--- config.mk ---
export PLATFORM = sky130hd
export DESIGN_NAME = uart_rx
export DESIGN_NICKNAME = d
export VERILOG_FILES = /design/src/rtl/uart_pkg.sv /design/src/rtl/sync2.sv /design/src/rtl/uart_rx.sv
export SDC_FILE = /design/constraint.sdc
export NUM_CORES = 1
export LEC_CHECK = 0
export CAP_MARGIN = 15
export CORE_MARGIN = 4
export CORE_UTILIZATION = 35
export DETAILED_ROUTE_END_ITERATION = 6
export PLACE_DENSITY = 0.63
export RECOVER_POWER = 50
export SETUP_SLACK_MARGIN = 0.4
export SLEW_MARGIN = 10
export SYNTH_ARGS = -nofsm -noshare
export SYNTH_HDL_FRONTEND = slang
export SYNTH_SLANG_ARGS = --single-unit
--- constraint.sdc ---
create_clock -name clk_i -period 1.6 [get_ports clk_i]
set_input_delay 0.24 -clock clk_i [delete_from_list [all_inputs] [get_ports clk_i]]
set_output_delay 0.24 -clock clk_i [all_outputs]
set_load 0.01 [all_outputs]
--- src/rtl/uart_pkg.sv ---
// Shared UART constants, state encoding and helpers.
package uart_pkg;

  localparam int unsigned DATA_BITS  = 8;
  localparam int unsigned IDX_W      = $clog2(DATA_BITS);
  localparam int unsigned STATE_W    = 3;
  localparam logic        IDLE_LEVEL = 1'b1;

  typedef enum logic [STATE_W-1:0] {
    IDLE  = 3'd0,
    START = 3'd1,
    DATA  = 3'd2,
    STOP  = 3'd3,
    BREAK = 3'd4
  } state_e;

  // LSB-first deserialisation: shift right, new bit enters at the MSB.
  function automatic logic [DATA_BITS-1:0] shift_in(input logic [DATA_BITS-1:0] sh,
                                                    input logic                  b);
    return {b, sh[DATA_BITS-1:1]};
  endfunction

endpackage

--- src/rtl/sync2.sv ---
// Single-bit two-flop synchronizer with a parameterised reset value.
module sync2 #(
  parameter logic RST_VAL = 1'b1
) (
  input  logic clk_i,
  input  logic rst_i,
  input  logic d_i,
  output logic q_o
);

  logic s1;

  // Metastability filter: s1 may go metastable, q_o gets a settled copy.
  always_ff @(posedge clk_i) begin
    if (rst_i) begin
      s1  <= RST_VAL;
      q_o <= RST_VAL;
    end else begin
      s1  <= d_i;
      q_o <= s1;
    end
  end

endmodule

--- src/rtl/uart_rx.sv ---
// 8N1 UART receiver running directly on the system clock.
module uart_rx
  import uart_pkg::*;
#(
  parameter int unsigned CLKS_PER_BIT = 2500,
  parameter int unsigned HALF         = CLKS_PER_BIT / 2
) (
  input  logic       clk_i,
  input  logic       rst_i,
  input  logic       line_i,
  output logic [7:0] data_o,
  output logic       valid_o,
  output logic       frame_err_o,
  output logic       busy_o
);

  localparam int unsigned CNT_W = $clog2(CLKS_PER_BIT);

  localparam logic [CNT_W-1:0] CNT_HALF = CNT_W'(HALF - 1);
  localparam logic [CNT_W-1:0] CNT_LAST = CNT_W'(CLKS_PER_BIT - 1);
  localparam logic [IDX_W-1:0] IDX_LAST = IDX_W'(DATA_BITS - 1);

  state_e               state, state_n;
  logic [CNT_W-1:0]     cnt, cnt_n;
  logic [IDX_W-1:0]     idx, idx_n;
  logic [DATA_BITS-1:0] sh, sh_n;
  logic [DATA_BITS-1:0] data_n;
  logic                 valid_n;
  logic                 ferr_n;

  logic                 s2;
  logic                 s2_q;
  logic [1:0]           sync_fill;
  logic                 armed;
  logic                 fall;

  sync2 #(
    .RST_VAL (IDLE_LEVEL)
  ) u_sync (
    .clk_i (clk_i),
    .rst_i (rst_i),
    .d_i   (line_i),
    .q_o   (s2)
  );

  // Edge-detect history flop plus start-edge arming.
  // The synchronizer resets to idle, so a line held low across reset would
  // otherwise look like a falling edge; arming waits until a real high level
  // has travelled through the synchronizer before any edge is accepted.
  always_ff @(posedge clk_i) begin
    if (rst_i) begin
      s2_q      <= IDLE_LEVEL;
      sync_fill <= 2'b00;
      armed     <= 1'b0;
    end else begin
      s2_q      <= s2;
      sync_fill <= {sync_fill[0], 1'b1};
      armed     <= armed | (sync_fill[1] & s2);
    end
  end

  assign fall = armed & s2_q & ~s2;

  // State, counters and registered outputs.
  always_ff @(posedge clk_i) begin
    if (rst_i) begin
      state       <= IDLE;
      cnt         <= '0;
      idx         <= '0;
      sh          <= '0;
      data_o      <= 8'h00;
      valid_o     <= 1'b0;
      frame_err_o <= 1'b0;
      busy_o      <= 1'b0;
    end else begin
      state       <= state_n;
      cnt         <= cnt_n;
      idx         <= idx_n;
      sh          <= sh_n;
      data_o      <= data_n;
      valid_o     <= valid_n;
      frame_err_o <= ferr_n;
      busy_o      <= (state_n != IDLE);
    end
  end

  // Next-state and output decode for one frame.
  always_comb begin
    state_n = state;
    cnt_n   = cnt;
    idx_n   = idx;
    sh_n    = sh;
    data_n  = data_o;
    valid_n = 1'b0;
    ferr_n  = 1'b0;

    unique case (state)
      IDLE: begin
        cnt_n = '0;
        if (fall) begin
          state_n = START;
        end
      end

      START: begin
        cnt_n = cnt + CNT_W'(1);
        if (cnt == CNT_HALF) begin
          cnt_n = '0;
          if (!s2) begin
            state_n = DATA;
            idx_n   = '0;
          end else begin
            // Too short to be a start bit: treat as a glitch.
            state_n = IDLE;
          end
        end
      end

      DATA: begin
        cnt_n = cnt + CNT_W'(1);
        if (cnt == CNT_LAST) begin
          cnt_n = '0;
          sh_n  = shift_in(sh, s2);
          if (idx == IDX_LAST) begin
            state_n = STOP;
          end else begin
            idx_n = idx + IDX_W'(1);
          end
        end
      end

      STOP: begin
        cnt_n = cnt + CNT_W'(1);
        if (cnt == CNT_LAST) begin
          cnt_n = '0;
          if (s2) begin
            data_n  = sh;
            valid_n = 1'b1;
            state_n = IDLE;
          end else begin
            ferr_n  = 1'b1;
            state_n = BREAK;
          end
        end
      end

      BREAK: begin
        // One error per low period; resume only once the line is idle again.
        cnt_n = '0;
        if (s2) begin
          state_n = IDLE;
        end
      end

      default: begin
        state_n = IDLE;
        cnt_n   = '0;
      end
    endcase
  end

endmodule

Word-level counts from Yosys, hierarchy flattened
Index checks and enable logic that the tools add are counted.

Bits in writable memories: 0. Memories kept: 0. Output and inout port bits: 11. Register bits after elaboration: 43. ROM bits: 0. Word-level logic and storage cells: 62. Latch bits: 0.

Equal/unequal tests: 11. Add/subtract/negate cells: 2. Muxes and demuxes: 20. Div/mod/pow operators: 0. Reductions and logical operators: 8. $lt $le $gt $ge: 0. Multiply operators: 0. Bitwise operators: 7. Shift-type cells: 0.

Operators with widths (count): $mux W3 (11); $mux W12 (2); $pmux W12 S2 (1); $pmux W3 S5 (1); $add A12 B1 Y12 const B (1); $eq A12 B11 Y1 const B (1); $eq A12 B12 Y1 const B (1); $ne A2 B2 Y1 const B (4); $eq A3 B2 Y1 const B (2); $eq A3 B3 Y1 const B (2); $pmux W3 S2 (1); $reduce_and A5 Y1 (1); $add A3 B1 Y3 const B (1); $and A1 B1 Y1 (3); $eq A3 B1 Y1 const B (1); $logic_not A3 Y1 (1); $mux W1 (3); $not A1 Y1 (3); $reduce_and A3 Y1 (1); $reduce_bool A3 Y1 (1); $reduce_or A3 Y1 (1); $mux W2 (1); $reduce_and A2 Y1 (1); $reduce_bool A2 Y1 (1); 2 further kinds (2).

Longest topological paths before layout
Gate-level depths: netlist (run 1).

Depth in word-level cells: 5. Depth in mapped cells: 7. Mapped depth without buffers: 7.

Cells and area by module
A second synthesis (run 1) with hierarchy kept.

Cell total of the unflattened synthesis: 192. Area, all modules: 1774.2 um2.

By module, submodules not included: uart_rx (cells each 188, instances 1, area an instance 1721.7 um2); sync2 (cells each 4, instances 1, area an instance 52.6 um2).

Worst setup path before layout (run 1)
OpenSTA, ideal clock, no wires.

Path type: reg2reg. From: register cnt[2]. To: register data_o[0]. Library setup time: 127 ps. Stages on the path, launching flop included: 6. Buffers on the path: 0. Arrival time: 1645 ps. Clock period less this slack: 1773 ps. Setup slack: -173 ps. Cells stage by stage: dfxtp_1 > or4_4 > nor3_2 > nand4_2 > mux2i_1 > nor2_1.

Cells in the longest elaborated chain, start to end: 2.

Ends and longest elaborated chain: start, declared (line uart_rx.sv:24) `logic [CNT_W-1:0] cnt, cnt_n;`; start signal, assigned (line uart_rx.sv:77) `cnt <= cnt_n;`; $eq A12 B12 Y1 (line uart_rx.sv:134) `if (cnt == CNT_LAST) begin`; $reduce_and A3 Y1 (no line); end signal, assigned (line uart_rx.sv:80) `data_o <= data_n;`; end, declared (line uart_rx.sv:11) `output logic [7:0] data_o,`.

Every way passes these cells. A chain may end at the register's enable or synchronous reset.

Final worst setup path (run 1)
From: register cnt[9]. To: register busy_o.

Cells in the longest elaborated chain, start to end: 4.

Ends and longest elaborated chain: $eq A12 B12 Y1 / $eq A12 B11 Y1 (equally long branches) (line uart_rx.sv:121, uart_rx.sv:134, uart_rx.sv:107); $mux W3 (on tied branches) (line uart_rx.sv:134, uart_rx.sv:107, uart_rx.sv:121); $pmux W3 S5 (*) (line uart_rx.sv:97) `unique case (state)`; $reduce_bool A3 Y1 (*) (line uart_rx.sv:83) `busy_o <= (state_n != IDLE);`; end signal, assigned (line uart_rx.sv:83); end, declared (line uart_rx.sv:14) `output logic busy_o`.

Mark *: on every way between the ends. The rest lies on a longest branch, timed or not.

==> results of run 1 <==
-- layer usage --
layer,vias to the layer above,global-route usage,part of all wire
met5,-,0,0
met2,16,0.177,0.47
li1,689,-,-
met1,603,0.154,0.49
met3,4,0.0272,0.023
met4,0,0.0524,0.014
-- area by class of cell --
| cell class | count | share of cell area |
|---|---|---|
| repair buffers | 38 | 0.143 |
| clock inverters | 3 | 0.0185 |
| flip-flops and latches | 43 | 0.365 |
| clock buffers | 5 | 0.0290 |
| inverters | 4 | 0.00633 |
| multi-input cells | 126 | 0.403 |
| well taps | 67 | 0.0354 |
-- report_power, final --
part / internal (mW) / switching (mW)
combinational: 0.0247 / 0.0286
clock: 0.465 / 0.370
sequential: 1.08 / 0.00569
-- synthesized netlist by cell type --
| library cell | instances | area [um2] |
|---|---|---|
| sky130_fd_sc_hd__a41oi_1 | 1 | 8.76 |
| sky130_fd_sc_hd__buf_4 | 1 | 7.51 |
| sky130_fd_sc_hd__nand3_2 | 2 | 20.0 |
| sky130_fd_sc_hd__or4_4 | 1 | 11.3 |
| sky130_fd_sc_hd__a22o_1 | 3 | 26.3 |
| sky130_fd_sc_hd__o21ai_2 | 1 | 8.76 |
| sky130_fd_sc_hd__or2_2 | 4 | 25.0 |
| sky130_fd_sc_hd__nand4_2 | 1 | 12.5 |
| sky130_fd_sc_hd__and4_1 | 1 | 8.76 |
| sky130_fd_sc_hd__clkbuf_1 | 5 | 18.8 |
| sky130_fd_sc_hd__nand4_1 | 1 | 6.26 |
| sky130_fd_sc_hd__a21o_1 | 1 | 7.51 |
| sky130_fd_sc_hd__a31oi_1 | 1 | 6.26 |
| sky130_fd_sc_hd__o31ai_1 | 1 | 7.51 |
| sky130_fd_sc_hd__nor3_2 | 1 | 10.0 |
| sky130_fd_sc_hd__nor4_1 | 2 | 12.5 |
| sky130_fd_sc_hd__nor4bb_1 | 1 | 10.0 |
| sky130_fd_sc_hd__inv_1 | 4 | 15.0 |
| sky130_fd_sc_hd__nor3_1 | 2 | 10.0 |
| sky130_fd_sc_hd__nor2b_1 | 4 | 25.0 |
| sky130_fd_sc_hd__and3b_1 | 2 | 17.5 |
| sky130_fd_sc_hd__a22oi_1 | 1 | 7.51 |
| sky130_fd_sc_hd__ha_1 | 4 | 50.1 |
| sky130_fd_sc_hd__mux2i_1 | 17 | 170 |
| sky130_fd_sc_hd__xor2_1 | 5 | 43.8 |
| sky130_fd_sc_hd__nor2_1 | 38 | 143 |
| sky130_fd_sc_hd__and3_1 | 3 | 18.8 |
| sky130_fd_sc_hd__xnor2_1 | 5 | 43.8 |
| sky130_fd_sc_hd__a2111oi_2 | 1 | 15.0 |
| sky130_fd_sc_hd__a21oi_1 | 3 | 15.0 |
| sky130_fd_sc_hd__dfxtp_1 | 43 | 861 |
| sky130_fd_sc_hd__and2_1 | 2 | 12.5 |
| sky130_fd_sc_hd__mux2_2 | 1 | 11.3 |
| sky130_fd_sc_hd__and4bb_2 | 1 | 12.5 |
| sky130_fd_sc_hd__a311oi_1 | 1 | 8.76 |
| sky130_fd_sc_hd__nand3b_1 | 1 | 7.51 |
| sky130_fd_sc_hd__nand3_1 | 4 | 20.0 |
| sky130_fd_sc_hd__nand2_1 | 9 | 33.8 |
-- kinds of logic (layout without fill, tap and decap cells) --
| kind of cell | count (synthesis) | after routing | share of synthesized area |
|---|---|---|---|
| AO/OA/AOI/OAI | 14 | 14 | 0.0637 |
| XOR/XNOR | 10 | 10 | 0.0501 |
| multiplexers | 18 | 18 | 0.104 |
| adder cells (fa/ha/maj) | 4 | 4 | 0.0286 |
| buffers and inverters | 10 | 50 | 0.0236 |
| AND/OR/NAND/NOR | 80 | 80 | 0.238 |
| flip-flops | 43 | 43 | 0.492 |
-- stage by stage --
step                TNS [ns]  worst slack (ns)  hold WS (ns)  cells
floorplan              -2.12            -0.106         0.344    179
global placement       -4.09            -0.161         0.394    276
detailed placement     -4.44            -0.167         0.394    276
CTS                    -4.75            -0.174         0.414    284
global route           -7.62            -0.273         0.460    286
finish                 -5.13            -0.201         0.413    286
-- worst min path at each step --
stage                  from           end  slack [ns]
2_1_floorplan        line_i     u_sync.s1        0.34
3_3_place_gp      u_sync.s1    u_sync.q_o        0.39
3_5_place_dp      u_sync.s1    u_sync.q_o        0.39
4_1_cts           u_sync.s1    u_sync.q_o        0.41
5_1_grt        sync_fill[0]  sync_fill[1]        0.46
6_report          u_sync.s1    u_sync.q_o        0.41
-- worst max-delay path, cell delays in order (launching register included) --
cell and delay, ns:
sky130_fd_sc_hd__dfxtp_2 0.32, sky130_fd_sc_hd__or4_4 0.56, sky130_fd_sc_hd__buf_4 0.16, sky130_fd_sc_hd__nor2_4 0.08
sky130_fd_sc_hd__buf_4 0.12, sky130_fd_sc_hd__a41oi_2 0.12, sky130_fd_sc_hd__a22oi_1 0.22, sky130_fd_sc_hd__a22o_1 0.16
-- sequential cells by signal, summed over array words and instances, names as in the netlist --
register,count
armed,1
frame_err_o,1
busy_o,1
sh,8
state,3
sync_fill,2
u_sync.q_o,1
valid_o,1
cnt,12
u_sync.s1,1
idx,3
s2_q,1
data_o,8
-- what timing repair did --
| item | CTS | global route |
|---|---|---|
| endpoints found under the setup margin | 48 | 42 |
| pin swaps | 4 | 6 |
| setup buffers | 0 | 2 |
| gates resized for setup | 14 | 16 |
==> results.txt, run 1 <==
- The clock arrives with 0.00685 ns of skew.
* PortBufs: 13
- Number of storage elements in the synthesis netlist: 43
- Counting the buffers created by CTS gives 5.
* Finished Core Util: 0.495
- Worst slew pin tran: 0.365 ns
- Worst min path class: reg -> reg
* Number of violations reported at the end of detailed-routing iteration 0: 54
- Following the worst setup path forward leads to its endpoint at busy_o.
* Number of nets with antenna violations after detailed routing: 0
* Number of unique standard cell types used by synthesis: 38
* RSZ-0062 raised after global routing: true
* Final global-route overflow total: 0
- Setup violations remaining at the end of the flow were counted as 35.
- Clock-pin slew was measured on the worst setup and hold paths at 0.08 ns.
- For this block, the routed nets add up to 3.27 mm of wire.
- The region available for standard cell placement spans 4790 um2.
* Fill cell total of the finished layout: 448
- Area enclosed by the die boundary: 6190 um2
- The H-tree generated during clock tree synthesis spans 2 levels.
- The pre-antenna-repair detailed-routing pass consisted of 4 iterations.
- Tracing the worst setup path back leads to its startpoint at cnt[9].
- The critical path is of the reg -> reg type.
* Max Clock Freq: 555 MHz
- After detailed routing, the number of remaining DRC violations is 0.
* Vias in the first global route: 1,221
- Die width: 78.7 um
- Final Cycle Share: 1.13
- At the later pin of the worst-skew pair, clock insertion delay measures 0.29 ns.
- Post-route standard cell area excluding fillers: 2370 um2
* Data required time at the worst endpoint: 1.84 ns
* Final Critical Period: 1.80 ns
- Leakage component of the power: 1.06 nW
- Total power: 1.97 mW
- Share of synthesized area occupied by flip-flops and latches: 0.492
* Area of the mapped netlist: 1750 um2
- Synthesized Nets: 186
- Of the cells placed in the final design, the portion with a size suffix greater than 1 is 0.260.
- The clock net in this run drives a total of 43 sinks.
* Worst hold path depth: 1
* Type of element capturing the critical path: flip-flop
- Run status: finished, violations left
- The final hold violation count came to 0.
- At the end of the flow, the number of nets in the layout was 225.
- Leaving out fill and tap cells, the most frequent cells in the layout are sky130_fd_sc_hd__dfxtp_1 (40), sky130_fd_sc_hd__nor2_1 (37), sky130_fd_sc_hd__buf_4 (22).
- The HPWL after detailed placement is 2.35 mm.
- Measured along the y axis, the die boundary spans 78.7 um.
- Combined area of the multi-input logic cells: 956 um2
* Total number of vias: 1,312
- Worst-case reg-to-reg path depth: 7
- Power density of the placed cells: 831 nW/um2
- Routed via count divided by cell count: 4.59
- Buffers inserted to repair hold after CTS numbered 0.
- The initial utilization of the core area, before any placement, comes to 0.365.
- Combined flip-flop and latch cell area: 865 um2
- Synthesis-to-finish area growth: 35.6%
* Final critical-path setup slack: -0.201 ns
- Max Cap Viol: 0
- CTS tree: done
- Of all nets on the critical path, the largest fanout is 4.
- Global-route wire length before repair: 5.62 mm
* Worst R2R End: busy_o
- For flop-to-flop paths, the worst setup slack is -0.20 ns.
- Number of standard cells after synthesis: 179
* Pin count of the biggest net entering global routing: 20
* Global-route total usage across every layer: 0.115
* Commonest non-fill, non-tap cell in the layout: sky130_fd_sc_hd__dfxtp_1
- Clock Tree Buf Depth: 2
- In the final routed layout, each cell accounts on average for 11.4 um.
* Initial antenna violation count: 0
* WP data arrival: 2.04 ns
- 14 I/O pins were placed.
- Max-slew headroom at the worst pin: 0.756
- Number of placement rows: 25
* R2R Path Start: cnt[9]
- VDD sags by at most 0.640 mV.
- ANT cells: 0
- Root buf cell: sky130_fd_sc_hd__clkbuf_8
- The worst setup path is launched from a flip-flop.
* Slew Viols, Final: 0
- Violated checks: negative setup slack
- Once placement finished, the instance area stood at 2180 um2.
- The congestion estimate from routability-driven global placement came to 0.863.
* Yosys warnings: 0
- A synthesized cell averages 9.77 um2.
Note: power is estimated with default switching activity, not from simulation.
==> inputs of run 2 (changes only) <==
--- a/config.mk
+++ b/config.mk
@@ -6,12 +6,13 @@
 export NUM_CORES = 1
 export LEC_CHECK = 0
 export CAP_MARGIN = 15
-export CORE_MARGIN = 4
+export CORE_MARGIN = 1.5
 export CORE_UTILIZATION = 35
 export DETAILED_ROUTE_END_ITERATION = 6
 export PLACE_DENSITY = 0.63
 export RECOVER_POWER = 50
 export SETUP_SLACK_MARGIN = 0.4
+export SKIP_LAST_GASP = 1
 export SLEW_MARGIN = 10
 export SYNTH_ARGS = -nofsm -noshare
 export SYNTH_HDL_FRONTEND = slang
==> run 2 against run 1 <==
  * The flow still finishes with violations (negative setup slack)
  * Die area down 12%
  * Non-clock buffer count rose by 3
  * Sequential power is essentially flat
  * Clock skew fell by 0.0014 ns
  * Sequential cell count is the same
  * Combinational power down 7.1%
  * Hold slack improved by 0.0018 ns
  * Register-to-register slack improved by 0.03 ns
  * Critical path type unchanged
  * Largest power group unchanged
==> results.txt, run 2 (same netlist as run 1, synthesis figures left out) <==
* Worst slew pin tran: 0.348 ns
- Global routing usage on met2: 0.199
* Vias in the first global route: 1,177
- Type of element capturing the critical path: flip-flop
- Total power: 1.98 mW
- The critical path is of the reg -> reg type.
* Run status: finished, violations left
- Post-detail-place hpwl: 2.35 mm
- The worst hold path belongs to the class reg -> reg.
- Area inside the core boundary: 4750 um2
* Commonest cells after routing, fill and taps aside: sky130_fd_sc_hd__dfxtp_1 (39), sky130_fd_sc_hd__nor2_1 (36), sky130_fd_sc_hd__buf_4 (24)
- The worst setup path is launched from a flip-flop.
- Global-route total usage across every layer: 0.129
* Starting density of the core: 0.368
* Area enclosed by the die boundary: 5430 um2
- Clock sink count: 43
- Dividing total power by cell area gives a power density of 827 nW/um2.
- The first global-routing pass estimated 5.39 mm of wire.
* Number of remaining DRC errors: 0
- Clock Pin Slew Worst Setup and Hold Paths: 0.08 ns
- Top Registers: cnt: 12 flops, data_o: 8 flops, sh: 8 flops
- Before antenna repair, the detailed router went through 4 iterations.
* Commonest non-fill, non-tap cell in the layout: sky130_fd_sc_hd__dfxtp_1
- Of the cells placed in the final design, the portion with a size suffix greater than 1 is 0.284.
* Clk_lat worst skew: 0.29 ns
- Wire length per cell: 12.1 um
- Setup repair after global routing could not meet its margin everywhere.
* Chip height: 73.7 um
- The detailed router finished its first iteration with 56 violations.
* Number of placement rows: 25
- Net count, final: 228
* Peak VDD IR: 0.470 mV
- Violated checks: negative setup slack
- Final hold viol count: 0
* Placer congestion estimate: 0.804
- Once detail routing completed, the nets flagged for antenna violations numbered 0.
- Final critical-path setup slack: -0.167 ns
- Ranked by flip-flop count, first place goes to cnt.
- M1 GR Usage: 0.173
- The tree is rooted in a sky130_fd_sc_hd__clkbuf_8.
- Dividing the detail-routed via count by the number of cells gives 4.63.
- Final setup fails: 36
- Highest-utilization routing layer at the global route stage: met2
- Clock Tree Buf Depth: 2
* PortBufs: 13
* ANT cells: 0
* Max Clock Freq: 566 MHz
- Number of levels in the clock H-tree: 2
* Leakage component of the power: 1.09 nW
- Global routing finished with a remaining overflow of 0.
- Of all nets on the critical path, the largest fanout is 8.
* Number of primary I/O pins: 14
- In the finished design, the share of the clock period the worst path needs comes to 1.10.
* CTS tree: done
- Headroom to the max-slew limit came out at 0.767.
- Total number of vias: 1,337
- Compared with the post-synthesis result, the final layout area differs by 36.6%.
* Placed cell areas: 2170 um2
- Post-route standard cell area excluding fillers: 2390 um2
- Hold repair after CTS inserted 0 buffers.
- In this run the horizontal extent of the chip is 73.7 um.
* Pin count of the biggest net entering global routing: 18
- Max Cap Viol: 0
- CTS Buf Count: 5
* Final Critical Period: 1.77 ns
- Worst clock skew: 0.00549 ns
- Largest register FFs: 12
- Initial antenna violation count: 0
- The count of final max-slew check failures came to 0.
- For this run, global-route usage on met3 was measured as 0.0329.
* Data required time at the worst endpoint: 1.78 ns
* Wire length after detailed routing: 3.49 mm
- Data arrives at the worst endpoint at 1.95 ns.
-- run 2: changes by cell type in the layout (fill, tap and decap cells not counted), sizes merged --
cell,change
dlygate4sd2,+4
buf,+2
clkbuf,+1
clkdlybuf4s25,-1
clkdlybuf4s15,-3
-- run 2: through the flow --
step / instances / hold WS (ns) / worst slack (ns) / util / setup TNS (ns)
finish: 289 / 0.414 / -0.167 / 0.503 / -4.75
global route: 289 / 0.436 / -0.244 / 0.503 / -7.43
CTS: 286 / 0.421 / -0.167 / 0.483 / -4.88
detailed placement: 277 / 0.401 / -0.211 / 0.457 / -4.56
global placement: 277 / 0.397 / -0.204 / 0.457 / -4.09
floorplan: 179 / 0.344 / -0.106 / - / -2.12
-- run 2: where the power goes --
| part | internal [mW] | switching (mW) | total (mW) | leakage, nW |
|---|---|---|---|---|
| combinational | 0.0205 | 0.0289 | 0.0495 | 0.680 |
| clock | 0.465 | 0.379 | 0.843 | 0.0581 |
| sequential | 1.08 | 0.00554 | 1.08 | 0.350 |
| total | 1.56 | 0.413 | 1.98 | 1.09 |
-- run 2: final cells by class --
class	instances	area, um2
clock inverter	3	43.8
timing repair buffer	41	344
multi-input combinational	126	968
fill	438	2360
sequential	43	866
clock buffer	5	68.8
tap	67	83.8
inverter	4	15.0
-- run 2: what timing repair did --
item	in CTS	in global routing
hold endpoints to repair	0	0
pin swaps	0	14
setup buffers	1	3
endpoints found under the setup margin	48	38
gates resized for setup	14	18
-- run 2: path summary, 6_finish.rpt --
kind	from	end	slack, ns	cells past startpoint
worst max-delay path	cnt[9]	sh[4]	-0.17	6
worst min register to register	u_sync.s1	u_sync.q_o	0.41	1
worst min-delay path	u_sync.s1	u_sync.q_o	0.41	1
worst max register to register	cnt[9]	sh[4]	-0.17	6
-- run 2: worst max-delay path, cell delays in order, from the launching register on --
cell and delay (ns):
sky130_fd_sc_hd__dfxtp_2 0.32, sky130_fd_sc_hd__or4_4 0.56, sky130_fd_sc_hd__nor3_4 0.21, sky130_fd_sc_hd__buf_6 0.15, sky130_fd_sc_hd__nand3_4 0.15, sky130_fd_sc_hd__mux2i_1 0.20, sky130_fd_sc_hd__nor2_1 0.05
-- run 2: per-layer routing --
metal / up-vias / share of wire
met4: 0 / 0.013
li1: 697 / -
met3: 5 / 0.024
met1: 616 / 0.48
met2: 19 / 0.48
met5: - / 0
==> inputs of run 3 (changes only) <==
--- a/config.mk
+++ b/config.mk
@@ -5,9 +5,11 @@
 export SDC_FILE = /design/constraint.sdc
 export NUM_CORES = 1
 export LEC_CHECK = 0
+export ABC_AREA = 1
 export CAP_MARGIN = 15
 export CORE_MARGIN = 1.5
 export CORE_UTILIZATION = 35
+export CTS_CLUSTER_SIZE = 10
 export DETAILED_ROUTE_END_ITERATION = 6
 export PLACE_DENSITY = 0.63
 export RECOVER_POWER = 50
==> run 3 against run 2 <==
  * The flow now finishes without violations
  * Highest routed layer unchanged
  * Hold slack lost 0.0081 ns
  * Combinational power decreased by 15%
  * Synthesized cell count grew 41%
  * Register-to-register slack gained 0.33 ns
  * Critical path type unchanged
==> results.txt, run 3 <==
* Critical path fanouts, max: 7
* Number of standard cells after synthesis: 253
* Yosys warnings: 0
- Number of nets with antenna violations after detailed routing: 0
* Maximum single-stage delay on the critical path: 0.35 ns
* Clock Tree Buf Depth: 2
- The die is 77.2 um tall.
- Clock Pin Slew Worst Setup and Hold Paths: 0.08 ns
* Final setup TNS: 0 ns
* Count leader, synth: sky130_fd_sc_hd__dfxtp_1
* Max-slew headroom at the worst pin: 0.599
- The count of final max-slew check failures is 0.
* Commonest cells after routing, fill and taps aside: sky130_fd_sc_hd__inv_1 (34), sky130_fd_sc_hd__nor2_1 (34), sky130_fd_sc_hd__dfxtp_1 (33)
* Type of element capturing the critical path: flip-flop
- Data required time at the worst endpoint: 1.79 ns
- Total number of vias: 1,639
- The worst register-to-register path has a setup slack of 0.17 ns.
* Initial antenna violation count: 0
- M1 GR Usage: 0.163
- CTS tree: done
- Summing every instance area after synthesis gives 1930 um2.
- In this run, the number of DRC markers left after iteration 0 of detailed routing was 84.
* Fill cell total of the finished layout: 495
- Post-detail-place hpwl: 2.47 mm
* Root buf cell: sky130_fd_sc_hd__clkbuf_8
- In the synthesized netlist the async set-or-reset flop fraction comes to 0.
* Number of unique standard cell types used by synthesis: 27
* CTS Buf Count: 5
- Layout cell share with drive strength beyond 1: 0.269
- Worst slew pin tran: 0.597 ns
- WP data arrival: 1.62 ns
* Run status: completed
* Number of buffers added to fix hold violations after cts: 0
- DR pass1 iterations: 4
- Die width: 77.2 um
* Worst R2R End: data_o[0]
* Critical Path Stages: 6
- The global routing stage identified its most utilized layer as met2.
* Number of levels in the clock H-tree: 2
* Final global-route overflow total: 0
- The number of buffers and inverters on the critical path is 0.
- Counting tap cells, the placed design contains a total of 334 instances.
- The routed design has 3.93 mm of wire.
* Pin count of the biggest net entering global routing: 22
- Yosys mapped a number of flops with a built-in enable equal to 0.
- Ranked by instance count, the synthesized netlist is headed by sky130_fd_sc_hd__dfxtp_1 (43), sky130_fd_sc_hd__nor2_1 (39), sky130_fd_sc_hd__inv_1 (38).
* Routed via count divided by cell count: 4.55
* Cell at the slowest stage of the critical path: sky130_fd_sc_hd__dfxtp_2
- Combined flip-flop and latch cell area: 878 um2
- The tightest min-delay check is of the reg -> reg type.
- For this run, the register share of the synthesized area comes to 0.447.
* Global-route total usage across every layer: 0.136
* Final Cycle Share: 0.896
- The synthesized design contains 43 register bits.
- The most critical setup path has its endpoint at data_o[0].
* Area inside the core boundary: 5200 um2
- By startpoint and endpoint, the worst setup path is classified as reg -> reg.
- Power spread over the standard cell area amounts to 710 nW/um2.
* Area enclosed by the die boundary: 5960 um2
- Final setup fails: 0
- For this run, the top clock speed supported by timing is 697 MHz.
- For this configuration, the core starts out at a cell density of 0.370.
- The synthesized design spends more area on one cell type than any other, namely sky130_fd_sc_hd__dfxtp_1.
* Most used flip-flop cell after synthesis: sky130_fd_sc_hd__dfxtp_1
- VDD sags by at most 0.285 mV.
- The largest registers in the layout are cnt: 12 flops, data_o: 8 flops, sh: 8 flops.
* Clock sink count: 43
* Global routing usage on met2: 0.217
- Non-filler instance count after layout: 360
- In this run the worst setup path begins at cnt[2].
- Met3 Track Usage GR: 0.0405
- Max Cap Viol: 0
* Worst-case reg-to-reg path depth: 6
- The register with the most flip-flops in the layout has 12 of them.
- The worst register-to-register path begins at cnt[2].
* CP cell instances: nor2_1 -> nand2_2 -> nor2_4 -> nand4_2 -> o21ai_0 -> a21oi_1
- During I/O placement, the number of pins put on the boundary was 14.
* Combined area of the multi-input logic cells: 1020 um2
* Worst clock skew: 0.00460 ns
* Synthesized Nets: 260
- The first global-routing pass estimated 6.46 mm of wire.
- The number of antenna diodes in the final layout is 0.
* Final Critical Period: 1.43 ns
- Wire length per cell: 10.9 um
- Number of placement rows: 26
- For this run, design rule violations remaining after detail routing come to 0.
- Vias in the first global route: 1,526
- Final hold viol count: 0
- Dividing the synthesized area by the synthesized cell count gives 7.61 um2.
- Clk_lat worst skew: 0.30 ns
- STA classifies the critical path startpoint as a flip-flop.
* Cell type group with the largest total delay on the critical path: simple AND/OR/NAND/NOR gates
* RSZ-0062 raised after global routing: true
- The share of synthesized area in the top cell type comes to 0.447.
* Register with the most flip-flops: cnt
- In the post-synthesis netlist, the biggest area contributors are sky130_fd_sc_hd__dfxtp_1 (45%), sky130_fd_sc_hd__nor2_1 (7.6%), sky130_fd_sc_hd__inv_1 (7.4%).
- Relative to the synthesized area, the layout overhead comes to 31.6%.
- At the end of the flow, the number of nets in the layout was 296.
- Placer congestion estimate: 0.844
- PortBufs: 13
- Leakage component of the power: 1.08 nW
==> run 3: cell count changes in the layout (fill, tap and decap cells not counted), sizes merged, moves of 12 or more <==
cell / delta
inv: +37
nand2: +27
mux2i: -17
o21ai: +16
nor3: +13
a21oi: +12
==> run 3: metal layers <==
| layer | wire length, um | share of wire |
|---|---|---|
| met5 | 0 | 0 |
| met4 | 93 | 0.024 |
| met3 | 114 | 0.029 |
| met2 | 1890 | 0.48 |
| met1 | 1840 | 0.47 |
==> run 3: final cells by class <==
| class | instances | area share |
|---|---|---|
| inverters | 40 | 0.0593 |
| well taps | 70 | 0.0346 |
| clock inverters | 3 | 0.00741 |
| repair buffers | 35 | 0.124 |
| clock buffers | 5 | 0.0272 |
| multi-input cells | 164 | 0.401 |
| flip-flops and latches | 43 | 0.347 |
==> run 3: what timing repair did <==
item | in CTS | in global routing
pin swaps | 8 | 10
cloned | 1 | 2
gates resized for setup | 42 | 25
endpoints found under the setup margin | 48 | 37
buffers inserted | 11 | 4
==> run 3: cells by family after synthesis <==
logic type | synth area share
and+or+nand+nor | 0.289
buffers and inverters | 0.112
xor gates and xnor gates | 0.0409
AOI/OAI and AO/OA | 0.0851
DFF | 0.447
adders and majority gates | 0.0260
==> run 3: per-stage QoR <==
stage | hold slack, ns | utilization | cell area (um2) | setup slack (ns) | power [mW]
global route | 0.416 | 0.487 | 2530 | 0.0570 | 1.88
finish | 0.406 | 0.487 | 2530 | 0.166 | 1.80
detailed placement | 0.394 | 0.412 | 2140 | 0.0946 | 1.14
floorplan | 0.344 | - | 1950 | 0.279 | 1.13
CTS | 0.408 | 0.468 | 2430 | 0.178 | 1.84
global placement | 0.390 | 0.412 | 2140 | 0.106 | 1.14
==> run 3: how the worst min path moves through the flow <==
stage | start | end | slack (ns) | depth (start not counted)
2_1_floorplan | line_i | u_sync.s1 | 0.34 | 1
3_3_place_gp | sync_fill[0] | sync_fill[1] | 0.39 | 2
3_5_place_dp | u_sync.s1 | u_sync.q_o | 0.39 | 1
4_1_cts | sync_fill[0] | sync_fill[1] | 0.41 | 2
5_1_grt | sync_fill[0] | sync_fill[1] | 0.42 | 2
6_report | sync_fill[0] | sync_fill[1] | 0.41 | 2
==> run 3: where the power goes <==
| group | total (mW) | leakage (nW) | switching, mW | internal, mW |
|---|---|---|---|---|
| Clock | 0.677 | 0.0445 | 0.372 | 0.305 |
| Combinational | 0.0422 | 0.683 | 0.0249 | 0.0174 |
| Sequential | 1.08 | 0.354 | 0.00498 | 1.07 |
==> run 3: worst min-delay path, stage by stage, from the launching register on <==
cell	delay, ns
sky130_fd_sc_hd__dfxtp_1	0.30
sky130_fd_sc_hd__inv_1	0.04
sky130_fd_sc_hd__nor2_1	0.03
